**src/rtl/l2_mem_arbiter_if.sv**
```systemverilog
// Bundle of the two L1 client ports, the backing-memory port and the service counters
// of the L2 memory arbiter.
// slave: the arbiter's own view. master: the view of the caches and memory around it.
interface l2_mem_arbiter_if #(
  parameter int unsigned ADDR_W = 28,
  parameter int unsigned DATA_W = 128
);
  // I-cache client (read-only)
  logic              ic_mem_read;
  logic [ADDR_W-1:0] ic_mem_addr;
  logic [DATA_W-1:0] ic_mem_rdata;
  logic              ic_mem_ready;
  // D-cache client (read/write)
  logic              dc_mem_read;
  logic              dc_mem_write;
  logic [ADDR_W-1:0] dc_mem_addr;
  logic [DATA_W-1:0] dc_mem_wdata;
  logic [DATA_W-1:0] dc_mem_rdata;
  logic              dc_mem_ready;
  // Backing memory
  logic              mem_read;
  logic              mem_write;
  logic [ADDR_W-1:0] mem_addr;
  logic [DATA_W-1:0] mem_wdata;
  logic [DATA_W-1:0] mem_rdata;
  logic              mem_ready;
  // Completed-transaction counters
  logic [31:0]       ic_served_cnt;
  logic [31:0]       dc_served_cnt;

  modport slave (
    input  ic_mem_read, ic_mem_addr,
    output ic_mem_rdata, ic_mem_ready,
    input  dc_mem_read, dc_mem_write, dc_mem_addr, dc_mem_wdata,
    output dc_mem_rdata, dc_mem_ready,
    output mem_read, mem_write, mem_addr, mem_wdata,
    input  mem_rdata, mem_ready,
    output ic_served_cnt, dc_served_cnt
  );

  modport master (
    output ic_mem_read, ic_mem_addr,
    input  ic_mem_rdata, ic_mem_ready,
    output dc_mem_read, dc_mem_write, dc_mem_addr, dc_mem_wdata,
    input  dc_mem_rdata, dc_mem_ready,
    input  mem_read, mem_write, mem_addr, mem_wdata,
    output mem_rdata, mem_ready,
    input  ic_served_cnt, dc_served_cnt
  );
endinterface

```
**src/rtl/l2_mem_arbiter.sv**
```systemverilog
// Round-robin arbiter putting the I-cache and D-cache block ports onto one L2 port.
// One block transaction at a time; client read data is registered and held.
module l2_mem_arbiter #(
  parameter int unsigned ADDR_W  = 28,
  parameter int unsigned DATA_W  = 128,
  parameter int unsigned HOLDOFF = 2
) (
  input  logic             clk,
  input  logic             proc_reset_n,
  l2_mem_arbiter_if.slave  bus
);

  localparam int unsigned HoldW = (HOLDOFF > 0) ? $clog2(HOLDOFF + 1) : 1;

  typedef enum logic [1:0] {StIdle, StServeIc, StServeDc} state_e;
  typedef enum logic {GrantIc = 1'b0, GrantDc = 1'b1} grant_e;

  state_e            state_q, state_d;
  grant_e            last_grant_q, last_grant_d;
  logic [HoldW-1:0]  ic_hold_q, ic_hold_d;
  logic [HoldW-1:0]  dc_hold_q, dc_hold_d;
  logic              mem_read_q, mem_read_d;
  logic              mem_write_q, mem_write_d;
  logic [ADDR_W-1:0] mem_addr_q, mem_addr_d;
  logic [DATA_W-1:0] mem_wdata_q, mem_wdata_d;
  logic [DATA_W-1:0] ic_rdata_q, ic_rdata_d;
  logic [DATA_W-1:0] dc_rdata_q, dc_rdata_d;
  logic              ic_ready_q, ic_ready_d;
  logic              dc_ready_q, dc_ready_d;
  logic [31:0]       ic_cnt_q, ic_cnt_d;
  logic [31:0]       dc_cnt_q, dc_cnt_d;

  logic ic_req;
  logic dc_req;

  // A client still holding its request just after a completion is masked by its holdoff
  assign ic_req = bus.ic_mem_read && (ic_hold_q == '0);
  assign dc_req = (bus.dc_mem_read || bus.dc_mem_write) && (dc_hold_q == '0);

  // Next-state: grant in idle, hold the memory port while serving, retire on mem_ready
  always_comb begin
    state_d      = state_q;
    last_grant_d = last_grant_q;
    ic_hold_d    = (ic_hold_q != '0) ? ic_hold_q - HoldW'(1) : '0;
    dc_hold_d    = (dc_hold_q != '0) ? dc_hold_q - HoldW'(1) : '0;
    mem_read_d   = mem_read_q;
    mem_write_d  = mem_write_q;
    mem_addr_d   = mem_addr_q;
    mem_wdata_d  = mem_wdata_q;
    ic_rdata_d   = ic_rdata_q;
    dc_rdata_d   = dc_rdata_q;
    ic_ready_d   = 1'b0;
    dc_ready_d   = 1'b0;
    ic_cnt_d     = ic_cnt_q;
    dc_cnt_d     = dc_cnt_q;

    unique case (state_q)
      StIdle: begin
        // DC wins when alone, or on a tie when IC was served last
        if (dc_req && (!ic_req || last_grant_q == GrantIc)) begin
          // Read/write forwarded as-is; both set together is not filtered
          mem_read_d  = bus.dc_mem_read;
          mem_write_d = bus.dc_mem_write;
          mem_addr_d  = bus.dc_mem_addr;
          mem_wdata_d = bus.dc_mem_wdata;
          state_d     = StServeDc;
        end else if (ic_req) begin
          mem_read_d  = 1'b1;
          mem_write_d = 1'b0;
          mem_addr_d  = bus.ic_mem_addr;
          state_d     = StServeIc;
        end
      end
      StServeIc: begin
        if (bus.mem_ready) begin
          ic_rdata_d   = bus.mem_rdata;
          ic_ready_d   = 1'b1;
          mem_read_d   = 1'b0;
          mem_write_d  = 1'b0;
          ic_cnt_d     = ic_cnt_q + 32'd1;
          last_grant_d = GrantIc;
          ic_hold_d    = HoldW'(HOLDOFF);
          state_d      = StIdle;
        end
      end
      StServeDc: begin
        if (bus.mem_ready) begin
          // A write returns no data, so the held read block is left alone
          if (!mem_write_q) begin
            dc_rdata_d = bus.mem_rdata;
          end
          dc_ready_d   = 1'b1;
          mem_read_d   = 1'b0;
          mem_write_d  = 1'b0;
          dc_cnt_d     = dc_cnt_q + 32'd1;
          last_grant_d = GrantDc;
          dc_hold_d    = HoldW'(HOLDOFF);
          state_d      = StIdle;
        end
      end
      default: state_d = StIdle;
    endcase
  end

  // State register with synchronous active-low reset; reset abandons any in-flight access
  always_ff @(posedge clk) begin
    if (!proc_reset_n) begin
      state_q      <= StIdle;
      last_grant_q <= GrantIc;
      ic_hold_q    <= '0;
      dc_hold_q    <= '0;
      mem_read_q   <= 1'b0;
      mem_write_q  <= 1'b0;
      mem_addr_q   <= '0;
      mem_wdata_q  <= '0;
      ic_rdata_q   <= '0;
      dc_rdata_q   <= '0;
      ic_ready_q   <= 1'b0;
      dc_ready_q   <= 1'b0;
      ic_cnt_q     <= '0;
      dc_cnt_q     <= '0;
    end else begin
      state_q      <= state_d;
      last_grant_q <= last_grant_d;
      ic_hold_q    <= ic_hold_d;
      dc_hold_q    <= dc_hold_d;
      mem_read_q   <= mem_read_d;
      mem_write_q  <= mem_write_d;
      mem_addr_q   <= mem_addr_d;
      mem_wdata_q  <= mem_wdata_d;
      ic_rdata_q   <= ic_rdata_d;
      dc_rdata_q   <= dc_rdata_d;
      ic_ready_q   <= ic_ready_d;
      dc_ready_q   <= dc_ready_d;
      ic_cnt_q     <= ic_cnt_d;
      dc_cnt_q     <= dc_cnt_d;
    end
  end

  assign bus.mem_read      = mem_read_q;
  assign bus.mem_write     = mem_write_q;
  assign bus.mem_addr      = mem_addr_q;
  assign bus.mem_wdata     = mem_wdata_q;
  assign bus.ic_mem_rdata  = ic_rdata_q;
  assign bus.dc_mem_rdata  = dc_rdata_q;
  assign bus.ic_mem_ready  = ic_ready_q;
  assign bus.dc_mem_ready  = dc_ready_q;
  assign bus.ic_served_cnt = ic_cnt_q;
  assign bus.dc_served_cnt = dc_cnt_q;

endmodule

```
**src/flat_wrapper.sv**
```systemverilog
// flat-port wrapper written by rule: the top's interface ports become plain ports
module l2_mem_arbiter_flat 
#(
  parameter int unsigned ADDR_W  = 28,
  parameter int unsigned DATA_W  = 128,
  parameter int unsigned HOLDOFF = 2
)
  (clk, proc_reset_n, bus_ic_mem_read, bus_ic_mem_addr, bus_ic_mem_rdata, bus_ic_mem_ready, bus_dc_mem_read, bus_dc_mem_write, bus_dc_mem_addr, bus_dc_mem_wdata, bus_dc_mem_rdata, bus_dc_mem_ready, bus_mem_read, bus_mem_write, bus_mem_addr, bus_mem_wdata, bus_mem_rdata, bus_mem_ready, bus_ic_served_cnt, bus_dc_served_cnt);
  l2_mem_arbiter_if #(.ADDR_W(ADDR_W), .DATA_W(DATA_W)) bus_i ();
  input  logic clk;
  input  logic proc_reset_n;
  input wire logic [$bits(bus_i.ic_mem_read)-1:0] bus_ic_mem_read;
  input wire logic [$bits(bus_i.ic_mem_addr)-1:0] bus_ic_mem_addr;
  output wire logic [$bits(bus_i.ic_mem_rdata)-1:0] bus_ic_mem_rdata;
  output wire logic [$bits(bus_i.ic_mem_ready)-1:0] bus_ic_mem_ready;
  input wire logic [$bits(bus_i.dc_mem_read)-1:0] bus_dc_mem_read;
  input wire logic [$bits(bus_i.dc_mem_write)-1:0] bus_dc_mem_write;
  input wire logic [$bits(bus_i.dc_mem_addr)-1:0] bus_dc_mem_addr;
  input wire logic [$bits(bus_i.dc_mem_wdata)-1:0] bus_dc_mem_wdata;
  output wire logic [$bits(bus_i.dc_mem_rdata)-1:0] bus_dc_mem_rdata;
  output wire logic [$bits(bus_i.dc_mem_ready)-1:0] bus_dc_mem_ready;
  output wire logic [$bits(bus_i.mem_read)-1:0] bus_mem_read;
  output wire logic [$bits(bus_i.mem_write)-1:0] bus_mem_write;
  output wire logic [$bits(bus_i.mem_addr)-1:0] bus_mem_addr;
  output wire logic [$bits(bus_i.mem_wdata)-1:0] bus_mem_wdata;
  input wire logic [$bits(bus_i.mem_rdata)-1:0] bus_mem_rdata;
  input wire logic [$bits(bus_i.mem_ready)-1:0] bus_mem_ready;
  output wire logic [$bits(bus_i.ic_served_cnt)-1:0] bus_ic_served_cnt;
  output wire logic [$bits(bus_i.dc_served_cnt)-1:0] bus_dc_served_cnt;
  assign bus_i.ic_mem_read = bus_ic_mem_read;
  assign bus_i.ic_mem_addr = bus_ic_mem_addr;
  assign bus_ic_mem_rdata = bus_i.ic_mem_rdata;
  assign bus_ic_mem_ready = bus_i.ic_mem_ready;
  assign bus_i.dc_mem_read = bus_dc_mem_read;
  assign bus_i.dc_mem_write = bus_dc_mem_write;
  assign bus_i.dc_mem_addr = bus_dc_mem_addr;
  assign bus_i.dc_mem_wdata = bus_dc_mem_wdata;
  assign bus_dc_mem_rdata = bus_i.dc_mem_rdata;
  assign bus_dc_mem_ready = bus_i.dc_mem_ready;
  assign bus_mem_read = bus_i.mem_read;
  assign bus_mem_write = bus_i.mem_write;
  assign bus_mem_addr = bus_i.mem_addr;
  assign bus_mem_wdata = bus_i.mem_wdata;
  assign bus_i.mem_rdata = bus_mem_rdata;
  assign bus_i.mem_ready = bus_mem_ready;
  assign bus_ic_served_cnt = bus_i.ic_served_cnt;
  assign bus_dc_served_cnt = bus_i.dc_served_cnt;
  l2_mem_arbiter #(.ADDR_W(ADDR_W), .DATA_W(DATA_W), .HOLDOFF(HOLDOFF)) u_core (.clk(clk), .proc_reset_n(proc_reset_n), .bus(bus_i));
endmodule
```
**config.mk**
```make
export PLATFORM = sky130hd
export DESIGN_NAME = l2_mem_arbiter_flat
export DESIGN_NICKNAME = d
export VERILOG_FILES = /design/src/rtl/l2_mem_arbiter_if.sv /design/src/rtl/l2_mem_arbiter.sv /design/src/flat_wrapper.sv
export SDC_FILE = /design/constraint.sdc
export NUM_CORES = 1
export LEC_CHECK = 0
export CORE_AREA = 5 5 308 310
export CTS_CLUSTER_SIZE = 14
export DETAILED_ROUTE_END_ITERATION = 8
export DIE_AREA = 0 0 313 315
export DONT_BUFFER_PORTS = 1
export SLEW_MARGIN = 10
export SYNTH_ARGS = -nofsm -noshare
export SYNTH_HDL_FRONTEND = slang
export SYNTH_SLANG_ARGS = --single-unit
```
**constraint.sdc**
```tcl
create_clock -name clk -period 2.61 [get_ports clk]
set_input_delay 0.522 -clock clk [delete_from_list [all_inputs] [get_ports clk]]
set_output_delay 0.522 -clock clk [all_outputs]
set_load 0.02 [all_outputs]
```
==> results of run 1 <==
power by group:
group	leakage [nW]	total, mW	internal, mW	switching, mW
combinational	3.16	2.71	0.991	1.72
clock	0.860	7.61	4.49	3.12
sequential	3.96	9.44	8.09	1.34
total	7.98	19.8	13.6	6.18
area by class of cell:
cell class,count,area [sq um],share of cell area
clock buffers,80,1560,0.0677
well taps,1186,1480,0.0645
flip-flops and latches,487,9750,0.423
inverters,12,52.6,0.00228
multi-input cells,1543,7370,0.320
repair buffers,257,2620,0.114
clock inverters,15,189,0.00821
diodes,3,7.51,0.000326
worst reg2reg max path, delay by kind of cell (launching register included):
kind | cells | cell delay [ps]
DFF | 1 | 520
and+or+nand+nor | 3 | 1530
AOI/OAI and AO/OA | 1 | 150
per-layer routing:
layer	GRT usage	wire length (microns)	vias to the layer above	share of wire
met1	0.148	25900	7576	0.37
met5	0	11	-	0.00016
met3	0.0619	8640	117	0.13
met2	0.211	32400	747	0.47
li1	-	-	7674	-
met4	0.0463	2200	2	0.032
cells in the final DEF, fill, tap and decap left out, types with 21 or more instances in the layout:
cell type / netlist / layout
dlygate4sd3_1: 0 / 179
clkbuf_16: 0 / 53
dfxtp_1: 487 / 487
a211oi_1: 29 / 29
mux2i_1: 34 / 34
nand3_1: 21 / 21
a21oi_1: 454 / 454
buf_4: 0 / 59
nand2_1: 805 / 804
nor2_1: 23 / 22
metrics by stage:
| stage | cells | util |
|---|---|---|
| 2_1_floorplan | 2205 | - |
| 3_3_place_gp | 3306 | 0.213 |
| 3_5_place_dp | 3306 | 0.213 |
| 4_1_cts | 3580 | 0.252 |
| 5_1_grt | 3581 | 0.252 |
| 6_report | 3583 | 0.252 |
logic make-up after synthesis:
family,after synthesis,share of synthesized area
buffers and inverters,175,0.0381
adder cells (fa/ha/maj),6,0.00422
XOR/XNOR,19,0.00936
multiplexers,34,0.0192
AO/OA/AOI/OAI,530,0.158
flip-flops,487,0.549
AND/OR/NAND/NOR,954,0.222
worst paths after layout:
| kind | to | slack [ps] | depth (start not counted) |
|---|---|---|---|
| max | u_core.bus.dc_served_cnt[28]$_SDFFE_PN0P_ | 340 | 4 |
| min | u_core.bus.ic_mem_rdata[49]$_SDFFE_PN0P_ | 50 | 2 |
| max reg2reg | u_core.bus.dc_served_cnt[28]$_SDFFE_PN0P_ | 340 | 4 |
| min reg2reg | u_core.last_grant_q$_SDFFE_PN0P_ | 460 | 2 |
sequential cells by signal, summed over array words and instances (netlist names):
signal	cells
u_core.bus.dc_mem_rdata	128
u_core.bus.dc_mem_ready	1
u_core.bus.dc_served_cnt	32
u_core.bus.ic_mem_rdata	128
u_core.bus.ic_mem_ready	1
u_core.bus.ic_served_cnt	32
u_core.bus.mem_addr	28
u_core.bus.mem_read	1
u_core.bus.mem_wdata	128
u_core.bus.mem_write	1
u_core.dc_hold_q	2
u_core.ic_hold_q	2
u_core.last_grant_q	1
u_core.state_q	2
timing repair:
action	4_1_cts	5_1_grt
hold endpoints to repair	259	0
hold buffers	179	0
setup buffers	0	0
==> flow_metrics.tcl, run 1 <==
set metrics [dict create \
    fp.dieArea_sq_um 98600 \
    synth_area_sq_um 17800 \
    synth_top_cell_by_area "dfxtp_1" \
    fin_nets 2677 \
    synthDominantCellAreaShare 0.549 \
    worstPathArrival_ps 2810 \
    cts_resized 0 \
    detailed_place.area_sq_um 19500 \
    syn-num-nets 2529 \
    die_h_microns 315 \
    period_needed_ps 2270 \
    detail_route.iter0.violations 1320 \
    wl_per_cell_microns 19.3 \
    rsz0062_at_grt "no" \
    coreArea_sq_um 91400 \
    syn_area_per_cell_sq_um 8.06 \
    cts_htree_levels 2 \
    fmaxAchievable_ghz 0.441 \
    firstDrtPassIters 6 \
    dieWidth_microns 313 \
    synth_seq_cells 487 \
    cp_slowest_cell "or4_4" \
    yosysMostFrequentCell "nand2_1" \
    synth_ff_type "dfxtp_1" \
    fill_cells 9821 \
    setup-tns-final_ps 0 \
    num_rows 111 \
    hold_viol_final 0 \
    cts_buffers 52 \
    drive_gt1_frac 0.0710 \
    grt_pass1_vias 15300 \
    numPortBuffers 0 \
    grtUsageTotal 0.129 \
    drv_slew 0 \
    syn_inst 2205 \
    antenna_found_initial 6 \
    crit_buf_inv 0 \
    leakage_nw 7.98 \
    initial_core_util 0.194 \
    synth_area_leaders "dfxtp_1, nand2_1, a21oi_1, clkbuf_1, mux2i_1" \
    grt_pass1_wl_mm 99.5 \
    cts_max_path_buffers 3 \
    clk-insertion-delay-late_ps 610 \
    rr_startpoint "u_core.bus.dc_served_cnt[5]$_SDFFE_PN0P_" \
    start_kind "flop" \
    clkSinkCount 487 \
    setup_viol 0 \
    cts_root_buf "clkbuf_16" \
    yosysWarnings 0 \
    crit_path_cell_trace "nand4_2 -> or4_4 -> or4_1 -> a21oi_1" \
    place_hpwl_mm 50.1 \
    drc_errors 0 \
    p_total_mw 19.8 \
    cp_top_family "simple AND/OR/NAND/NOR gates" \
    slew_headroom 0.336 \
    antenna_left 0 \
    gp_congestion 0.863 \
    critical_path_class "flop to flop" \
    cts_tree "built" \
    hold_path.class "input port to flop" \
    fin_skew_ps 9.62 \
    synth_edf_count 0 \
    async_flop_share 0 \
    vias 16100 \
    tightest_slew_ps 996 \
    fin_crit_sh 0.869 \
    grt_start_max_net_pins 79 \
    place_ws_ps 380 \
    syn2layout_area_growth_pct 29.6 \
    status "completed" \
    drt_wl_total_mm 69.1 \
    peakVddDrop_uv 451 \
    worstPathMaxFanout 30 \
    synth_common_cells "nand2_1, dfxtp_1, a21oi_1" \
    max_cap_viol_count 0 \
    timing.hold.ws_ps 53.5 \
    viasPerCell 4.50 \
    ioPinCount 798 \
    hold_start "bus_mem_rdata[49]" \
    startpoint "u_core.bus.dc_served_cnt[5]$_SDFFE_PN0P_" \
    end_kind "flop" \
    ys_seq_area_frac 0.549 \
    fin_ws_ps 343 \
    powerDensity_nw_per_um2 858 \
    synth_cell_types 40 \
    cp.required_ps 3150 \
    clk_pin_slew_worst_paths_ps 60 \
    critPathMaxStageDelay_ps 740 \
    grt-ovfl-total 0 \
    finalInstanceArea_sq_um 23000 \
]
Note: power is estimated with default switching activity, not from simulation.
==> run 2, diff against run 1 <==
==> constraint.sdc (replaced) <==
create_clock -name clk -period 2.61 [get_ports clk]
set_input_delay 0.261 -clock clk [delete_from_list [all_inputs] [get_ports clk]]
set_output_delay 0.261 -clock clk [all_outputs]
set_load 0.02 [all_outputs]
==> run 2 against run 1 <==
Net effect:
- first-iteration DRC count decreased by 3.6%
- clock skew increased by 7.6 ps
- worst setup slack got worse by 12 ps
- routed wire length increased by 2.4%
- non-clock buffer count increased by 139
- cell count increased by 4.0%
- largest cell class unchanged
==> flow_metrics.tcl, run 2 (same netlist as run 1, synthesis figures left out) <==
set metrics [dict create \
    status "completed" \
    num_rows 111 \
    tightest_slew_ps 949 \
    period_needed_ps 2280 \
    finalInstanceArea_sq_um 24400 \
    p_total_mw 20.0 \
    die_h_microns 315 \
    slew_headroom 0.365 \
    seqCellArea_sq_um 9750 \
    antenna_left 0 \
    timing.hold.ws_ps 47.7 \
    coreArea_sq_um 91400 \
    wl_per_cell_microns 19.0 \
    initial_core_util 0.194 \
    detail_route.iter0.violations 1273 \
    ioPinCount 798 \
    drive_gt1_frac 0.0702 \
    crit_buf_inv 2 \
    cp.required_ps 3080 \
    critical_path_class "flop to flop" \
    grt-ovfl-total 0 \
    drv_slew 0 \
    grt_start_max_net_pins 90 \
    crit_path_cell_trace "nor2_1 -> and3_2 -> buf_12 -> mux2i_1 -> dlygate4sd3_1 -> a211oi_1" \
    antenna_found_initial 7 \
    cp_slowest_cell "dlygate4sd3_1" \
    final_cells 3727 \
    cts_setup_buffers 0 \
    viasPerCell 4.50 \
    setup-tns-final_ps 0 \
    rsz0062_at_grt "no" \
    dieWidth_microns 313 \
    clkSinkCount 487 \
    fin_skew_ps 17.2 \
    syn2layout_area_growth_pct 37.3 \
    max_cap_viol_count 0 \
    fin_crit_sh 0.873 \
    place_hpwl_mm 49.7 \
    start_kind "flop" \
    cts_buffers 52 \
    grt_pass1_vias 15800 \
    gp_congestion 0.889 \
    dp_cells 3311 \
    numPortBuffers 0 \
    clk_pin_slew_worst_paths_ps 70 \
    cts_htree_levels 2 \
    clk-insertion-delay-late_ps 610 \
    grt_pass1_wl_mm 101 \
    mostFrequentLayoutCell "nand2_1" \
    drc_errors 0 \
    leakage_nw 8.57 \
    cts_root_buf "clkbuf_16" \
    place_ws_ps 383 \
    peakVddDrop_uv 495 \
    powerDensity_nw_per_um2 819 \
    worstPathMaxFanout 31 \
    final_cell_mix "nand2_1, dfxtp_1, a21oi_1" \
    fmaxAchievable_ghz 0.439 \
    grtUsageTotal 0.131 \
    cts_tree "built" \
    fp.dieArea_sq_um 98600 \
    fin_ws_ps 331 \
    final_core_util 0.267 \
    drt_wl_total_mm 70.8 \
    firstDrtPassIters 5 \
    multi_input_area_sq_um 7370 \
    end_kind "flop" \
    detailed_place.area_sq_um 19500 \
    cts_max_path_buffers 3 \
    setup_viol 0 \
    vias 16800 \
    worstPathArrival_ps 2750 \
    cp_top_family "buffers and inverters" \
    critPathMaxStageDelay_ps 610 \
    fin_nets 2816 \
    fill_cells 9667 \
    hold_path.class "input port to flop" \
    hold_viol_final 0 \
]
-- run 2: changes by cell type in the layout (fill, tap and decap cells not counted), sizes merged --
cell	change
clkbuf	-4
clkinv	+6
buf	+5
inv	-1
dlygate4sd3	+134
diode	+4
-- run 2: power by group --
part	leakage, nW	internal, mW	switching, mW
Clock	0.871	4.47	3.13
Combinational	3.73	1.15	1.80
Sequential	3.96	8.09	1.33
-- run 2: final timing paths --
| path | start | to | slack, ps | cells past startpoint |
|---|---|---|---|---|
| setup / recovery | u_core.dc_hold_q[1]$_SDFF_PN0_ | u_core.bus.mem_addr[4]$_SDFFE_PN0P_ | 330 | 6 |
| hold / removal | proc_reset_n | u_core.bus.mem_wdata[105]$_SDFFE_PN0P_ | 50 | 2 |
| setup reg to reg | u_core.dc_hold_q[1]$_SDFF_PN0_ | u_core.bus.mem_addr[4]$_SDFFE_PN0P_ | 330 | 6 |
| hold reg to reg | u_core.ic_hold_q[1]$_SDFF_PN0_ | u_core.ic_hold_q[0]$_SDFF_PN0_ | 470 | 2 |
-- run 2: what timing repair did --
item                                   in CTS  in global routing
hold buffers                              313                  0
endpoints found under the hold margin     429                  0
setup endpoints to repair                   0                  0
resized for setup                           0                  0
-- run 2: final cells by class --
cell class              instances  share of cell area
clock buffers                  76              0.0629
repair buffers                396               0.163
diodes                          7            0.000718
inverters                      12             0.00215
multi-input cells            1543               0.302
well taps                    1186              0.0608
clock inverters                20             0.00908
flip-flops and latches        487               0.400
-- run 2: metal layers --
layer	vias to the layer above	global-route usage	wire length, microns
li1	7961	-	-
met5	-	0	13
met1	7837	0.147	26600
met4	2	0.0566	2960
met3	150	0.0621	8310
met2	830	0.214	32900
-- run 2: worst reg2reg max path: cells and delay by family (launching register included) --
family | cells | cell delay [ps]
AOI/OAI and AO/OA | 1 | 80
and+or+nand+nor | 2 | 590
muxes | 1 | 340
DFF | 1 | 320
buffers and inverters | 2 | 830
